File: config.mk
export PLATFORM = sky130hd
export DESIGN_NAME = uart_rx_fifo_flat
export DESIGN_NICKNAME = d
export VERILOG_FILES = /design/src/rtl/uart_rx_fifo_if.sv /design/src/rtl/uart_rx_fifo.sv /design/src/flat_wrapper.sv
export SDC_FILE = /design/constraint.sdc
export NUM_CORES = 1
export LEC_CHECK = 0
export CORE_UTILIZATION = 30
export DETAILED_ROUTE_END_ITERATION = 16
export SYNTH_ARGS = -nofsm -noshare
export SYNTH_HDL_FRONTEND = slang
export SYNTH_SLANG_ARGS = --single-unit
File: constraint.sdc
create_clock -name clk -period 2.1 [get_ports clk]
set_input_delay 0.63 -clock clk [delete_from_list [all_inputs] [get_ports clk]]
set_output_delay 0.63 -clock clk [all_outputs]
set_load 0.01 [all_outputs]
File: src/rtl/uart_rx_fifo_if.sv
// Handshake bundle between the Uart8 receiver, the rx FIFO and its consumer.
// Optional macro UART_RX_FIFO_ERR_TAG_EN adds the outErr head-entry tag.
interface uart_rx_fifo_if;
  logic       rxDone;
  logic       rxErr;
  logic [7:0] rxByte;
  logic       outValid;
  logic       outReady;
  logic [7:0] outByte;
`ifdef UART_RX_FIFO_ERR_TAG_EN
  logic       outErr;

  modport master (
    output rxDone, rxErr, rxByte, outReady,
    input  outValid, outByte, outErr
  );
  modport slave (
    input  rxDone, rxErr, rxByte, outReady,
    output outValid, outByte, outErr
  );
`else
  modport master (
    output rxDone, rxErr, rxByte, outReady,
    input  outValid, outByte
  );
  modport slave (
    input  rxDone, rxErr, rxByte, outReady,
    output outValid, outByte
  );
`endif
endinterface

File: src/rtl/uart_rx_fifo.sv
// Receive-side FIFO behind the Uart8 receiver. Each rising edge of rxDone
// pushes one frame; the consumer sees a first-word-fall-through valid/ready
// port. A push into a full FIFO without a same-cycle pop sets sticky overflow.
// Optional macro UART_RX_FIFO_ERR_TAG_EN: store {err,byte} and expose outErr;
// without it, errored frames are silently dropped.
module uart_rx_fifo #(
  parameter int unsigned  DEPTH  = 16,
  localparam int unsigned ADDR_W = $clog2(DEPTH)
) (
  input  logic            clk,
  input  logic            rstN,
  uart_rx_fifo_if.slave   rx,
  input  logic            clrOverflow,
  output logic [ADDR_W:0] count,
  output logic            full,
  output logic            overflow
);

`ifdef UART_RX_FIFO_ERR_TAG_EN
  localparam int unsigned DATA_W = 9;
`else
  localparam int unsigned DATA_W = 8;
`endif
  localparam logic [ADDR_W:0] DEPTH_CNT = (ADDR_W + 1)'(DEPTH);

  logic [DATA_W-1:0] mem [DEPTH];
  logic [ADDR_W-1:0] wr_ptr_q, wr_ptr_d;
  logic [ADDR_W-1:0] rd_ptr_q, rd_ptr_d;
  logic [ADDR_W:0]   count_q, count_d;
  logic              overflow_q, overflow_d;
  logic              rx_done_prev_q;
  logic              push_edge, push_req, pop, wr_en, ovf_set;
  logic              not_empty, is_full;
  logic [DATA_W-1:0] wr_data, head;

  assign push_edge = rx.rxDone & ~rx_done_prev_q;
`ifdef UART_RX_FIFO_ERR_TAG_EN
  assign push_req  = push_edge;
  assign wr_data   = {rx.rxErr, rx.rxByte};
`else
  // Errored frames never reach storage and cannot cause overflow.
  assign push_req  = push_edge & ~rx.rxErr;
  assign wr_data   = rx.rxByte;
`endif

  assign not_empty = (count_q != '0);
  assign is_full   = (count_q == DEPTH_CNT);
  assign pop       = not_empty & rx.outReady;
  // When full, a same-cycle pop frees the slot the write lands in.
  assign wr_en     = push_req & (~is_full | pop);
  assign ovf_set   = push_req & is_full & ~pop;

  // Next-state for pointers, occupancy and the sticky overflow flag.
  always_comb begin
    wr_ptr_d   = wr_ptr_q;
    rd_ptr_d   = rd_ptr_q;
    count_d    = count_q;
    overflow_d = overflow_q;
    if (wr_en) wr_ptr_d = wr_ptr_q + ADDR_W'(1);
    if (pop)   rd_ptr_d = rd_ptr_q + ADDR_W'(1);
    unique case ({wr_en, pop})
      2'b10:   count_d = count_q + (ADDR_W + 1)'(1);
      2'b01:   count_d = count_q - (ADDR_W + 1)'(1);
      default: count_d = count_q;
    endcase
    // Set wins over clear.
    if (ovf_set)          overflow_d = 1'b1;
    else if (clrOverflow) overflow_d = 1'b0;
  end

  // Control state register with asynchronous reset.
  always_ff @(posedge clk or negedge rstN) begin
    if (!rstN) begin
      wr_ptr_q       <= '0;
      rd_ptr_q       <= '0;
      count_q        <= '0;
      overflow_q     <= 1'b0;
      rx_done_prev_q <= 1'b0;
    end else begin
      wr_ptr_q       <= wr_ptr_d;
      rd_ptr_q       <= rd_ptr_d;
      count_q        <= count_d;
      overflow_q     <= overflow_d;
      rx_done_prev_q <= rx.rxDone;
    end
  end

  // Storage array; deliberately not reset.
  always_ff @(posedge clk) begin
    if (wr_en) mem[wr_ptr_q] <= wr_data;
  end

  assign head        = mem[rd_ptr_q];
  assign rx.outValid = not_empty;
  // Gate with not_empty so an empty FIFO always shows zero, never stale data.
  assign rx.outByte  = not_empty ? head[7:0] : 8'h00;
`ifdef UART_RX_FIFO_ERR_TAG_EN
  assign rx.outErr   = not_empty & head[8];
`endif

  assign count    = count_q;
  assign full     = is_full;
  assign overflow = overflow_q;

endmodule
File: src/flat_wrapper.sv
// flat-port wrapper written by rule: the top's interface ports become plain ports
module uart_rx_fifo_flat 
#(
  parameter int unsigned  DEPTH  = 16,
  localparam int unsigned ADDR_W = $clog2(DEPTH)
)
  (clk, rstN, clrOverflow, count, full, overflow, rx_rxDone, rx_rxErr, rx_rxByte, rx_outReady, rx_outValid, rx_outByte);
  uart_rx_fifo_if rx_i ();
  input  logic clk;
  input  logic rstN;
  input  logic clrOverflow;
  output logic [ADDR_W:0] count;
  output logic full;
  output logic overflow;
  input wire logic [$bits(rx_i.rxDone)-1:0] rx_rxDone;
  input wire logic [$bits(rx_i.rxErr)-1:0] rx_rxErr;
  input wire logic [$bits(rx_i.rxByte)-1:0] rx_rxByte;
  input wire logic [$bits(rx_i.outReady)-1:0] rx_outReady;
  output wire logic [$bits(rx_i.outValid)-1:0] rx_outValid;
  output wire logic [$bits(rx_i.outByte)-1:0] rx_outByte;
  assign rx_i.rxDone = rx_rxDone;
  assign rx_i.rxErr = rx_rxErr;
  assign rx_i.rxByte = rx_rxByte;
  assign rx_i.outReady = rx_outReady;
  assign rx_outValid = rx_i.outValid;
  assign rx_outByte = rx_i.outByte;
  uart_rx_fifo #(.DEPTH(DEPTH)) u_core (.clk(clk), .rstN(rstN), .rx(rx_i), .clrOverflow(clrOverflow), .count(count), .full(full), .overflow(overflow));
endmodule
==> flow_metrics.tcl <==
set metrics [dict create \
    setup_slack_ns -0.660 \
    synthAdderAreaFrac 0.0201 \
    place_ws_ns -0.661 \
    synth_cell_types 42 \
    synth_top_area_share 0.644 \
    fin_crit_sh 1.31 \
    period_needed_ns 2.76 \
    powerDensity_nw_per_um2 1330 \
    synthXorXnorAreaFrac 0.0132 \
    synth.most_common_cell "edfxtp_1" \
    hold_buffers 0 \
    maxCapViolCount 0 \
    route.detailed.drc 0 \
    boundaryPins 30 \
    grt.overflow.total 0 \
    max-slew-margin-rel 0.597 \
    path_max_fanout 8 \
    rows 51 \
    synth.area.mux_share 0.169 \
    max_stage_delay_ns 0.51 \
    gp_congestion 0.778 \
    max-vdd-ir-drop_mv 0.856 \
    required_ns 1.47 \
    fin_nets 413 \
    cts_made_buffers 17 \
    yosys.area_share.simple 0.0428 \
    fin_util 0.405 \
    synth_compound_area_frac 0.0241 \
    start_kind "flip-flop" \
    detail_route.vias_per_cell 4.62 \
    cts_sinks 143 \
    setup_viol 44 \
    busiest_layer "met2" \
    antenna_found_initial 0 \
    arrival_ns 2.13 \
    diodes 0 \
    die_w_um 143 \
    seq_area_frac_synth 0.707 \
    report.final.slew_viol_count 0 \
    failed_checks "setup timing" \
    clk_latency_ns 0.42 \
    postLayoutCellArea_um2 7870 \
    rsz0062_at_grt "yes" \
    cts_max_path_buffers 2 \
    synth_common_cells "128 x edfxtp_1, 24 x mux4_2, 15 x dfrtp_1" \
    core-area_um2 19500 \
    cp_cell_sequence "buf_12 -> mux4_2 -> mux2_4 -> o21ai_2 -> a21oi_2 -> buf_2" \
    synth_top_area_cell "edfxtp_1" \
    die_area_um2 20500 \
    num_vias 3080 \
    whs_ns 0.487 \
    synth_top_family_by_area "multiplexers" \
    yosysWarnings 0 \
    post_dp_cell_area_um2 7140 \
    finalHoldViolCount 0 \
    path_class "reg2out" \
    clock_skew_ns 0.00678 \
    synth-main-ff-cell "edfxtp_1" \
    grt_max_degree 19 \
    worst_slew_pin_slew_ns 0.603 \
    place_inst 628 \
    drt_iter0_drc 209 \
    synth_edf_count 128 \
    grt.met1_usage 0.161 \
    met3_usage 0.0355 \
    cp_slowest_cell "mux4_2" \
    die_h_um 143 \
    htreeDepth 4 \
    wirelength_mm 12.4 \
    cts_root_buf "clkbuf_16" \
    grt_pass1_wl_mm 19.5 \
    syn_inst 297 \
    hold_class "in2reg" \
    syn_area_um2 5970 \
    cts_tree "built" \
    syn_to_final_growth_pct 32.0 \
    fillers 1741 \
    start_util 0.307 \
    synth_area_leaders "edfxtp_1 64%, mux4_2 9.1%, dfrtp_1 6.3%" \
    dpl.hpwl_mm 7.86 \
    port_buffers 29 \
    fmax_mhz 362 \
    post_route_cells_drive_above_1_share 0.496 \
    grt_use_met2 0.230 \
    postRouteAntennaNets 0 \
    grt_usage 0.133 \
    status "complete, but fails checks" \
    syn_avg_cell_area_um2 20.1 \
    p_leak_nw 2.76 \
    routedWlPerCell_um 18.6 \
    async_flop_share 0.105 \
    synth-seq-cells 143 \
    post_layout_nonfiller_instances 666 \
    end_kind "primary output" \
    clkTransAtPathRegs_ns 0.06 \
    firstDrtPassIters 4 \
    grt_pass1_vias 3436 \
    syn-num-nets 320 \
]
==> through the flow <==
stage / setup TNS [ns] / power (W)
global placement: -80.43 / 0.00718
global route: -17.91 / 0.0110
floorplan: -0.963 / 0.00584
finish: -5.69 / 0.0105
CTS: -14.91 / 0.0105
detailed placement: -85.64 / 0.00726
==> logic make-up (layout without fill, tap and decap cells) <==
logic type,Yosys count,after routing
xor gates and xnor gates,9,9
and+or+nand+nor,37,37
muxes,55,55
AOI/OAI and AO/OA,25,25
DFF,143,143
adders and majority gates,9,9
buffers and inverters,19,123
==> flip-flops by register name, indices dropped and copies added, names as in the netlist <==
register               cells
u_core.rd_ptr_q            4
u_core.count               5
u_core.wr_ptr_q            4
u_core.overflow            1
u_core.rx_done_prev_q      1
u_core.mem               128
==> timing repair <==
| item | 4_1_cts | 5_1_grt |
|---|---|---|
| cloned | 1 | 0 |
| setup endpoints to repair | 145 | 146 |
| pin swaps | 24 | 21 |
| buffers inserted | 15 | 8 |
| gates resized for setup | 95 | 21 |
==> per-layer routing <==
layer	share of wire	vias to the layer above
li1	-	1387
met2	0.53	65
met5	0	-
met1	0.43	1616
met4	0.011	0
met3	0.037	12
==> cells in the final DEF (no fill, tap or decap), drive strengths merged, types with 2 or more instances in the layout <==
| master | Yosys | layout |
|---|---|---|
| edfxtp | 128 | 128 |
| buf | 12 | 69 |
| mux4 | 32 | 32 |
| clkbuf | 2 | 18 |
| dfrtp | 15 | 15 |
| mux2 | 12 | 12 |
| clkdlybuf4s50 | 0 | 11 |
| mux2i | 11 | 11 |
| a21oi | 10 | 10 |
| and2 | 9 | 9 |
| o21ai | 9 | 9 |
| inv | 5 | 8 |
| ha | 8 | 8 |
| xnor2 | 6 | 6 |
| dlygate4sd2 | 0 | 5 |
| and4 | 5 | 5 |
| clkinv | 0 | 5 |
| and3 | 4 | 4 |
| nand3 | 4 | 4 |
| nand2 | 4 | 4 |
| xor2 | 3 | 3 |
| nor2 | 3 | 3 |
| bufinv | 0 | 2 |
| clkinvlp | 0 | 2 |
| dlymetal6s2s | 0 | 2 |
| nor3b | 2 | 2 |
| a21o | 2 | 2 |
==> worst max-delay path, delay by kind of cell, from the launching register on <==
family	cells	cell delay (ns)
compound gates	2	0.20
buf+inv	2	0.30
flops	1	0.43
mux	2	0.79
==> final timing paths <==
kind | from | to | slack, ns | cells past startpoint
setup / recovery | u_core.rd_ptr_q[1]$_DFFE_PN0P_ | rx_outByte[1] | -0.66 | 6
hold / removal | rx_rxDone | u_core.rx_done_prev_q$_DFF_PN0_ | 0.49 | 1
setup reg to reg | u_core.count[1]$_DFFE_PN0P_ | u_core.count[3]$_DFFE_PN0P_ | -0.05 | 10
hold reg to reg | u_core.overflow$_DFFE_PN0P_ | u_core.overflow$_DFFE_PN0P_ | 0.51 | 1
max in group asynchronous | rstN | u_core.rd_ptr_q[1]$_DFFE_PN0P_ | 1.36 | 2
min in group asynchronous | rstN | u_core.overflow$_DFFE_PN0P_ | 0.53 | 2
==> cell type report <==
class	count	area (um^2)	area share
Clock buffer	18	429	0.0545
Clock inverter	12	138	0.0175
Inverter	5	18.8	0.00238
Multi-Input combinational cell	135	1890	0.240
Sequential cell	143	4220	0.536
Tap cell	265	332	0.0421
Timing Repair Buffer	88	847	0.108
==> where the power goes <==
| group | switching [W] | internal (W) |
|---|---|---|
| clock network | 0.00117 | 0.00175 |
| logic | 0.00180 | 0.00227 |
| registers | 0.000196 | 0.00330 |
| total | 0.00317 | 0.00732 |
No activity file was read; power rests on OpenSTA's default activity.
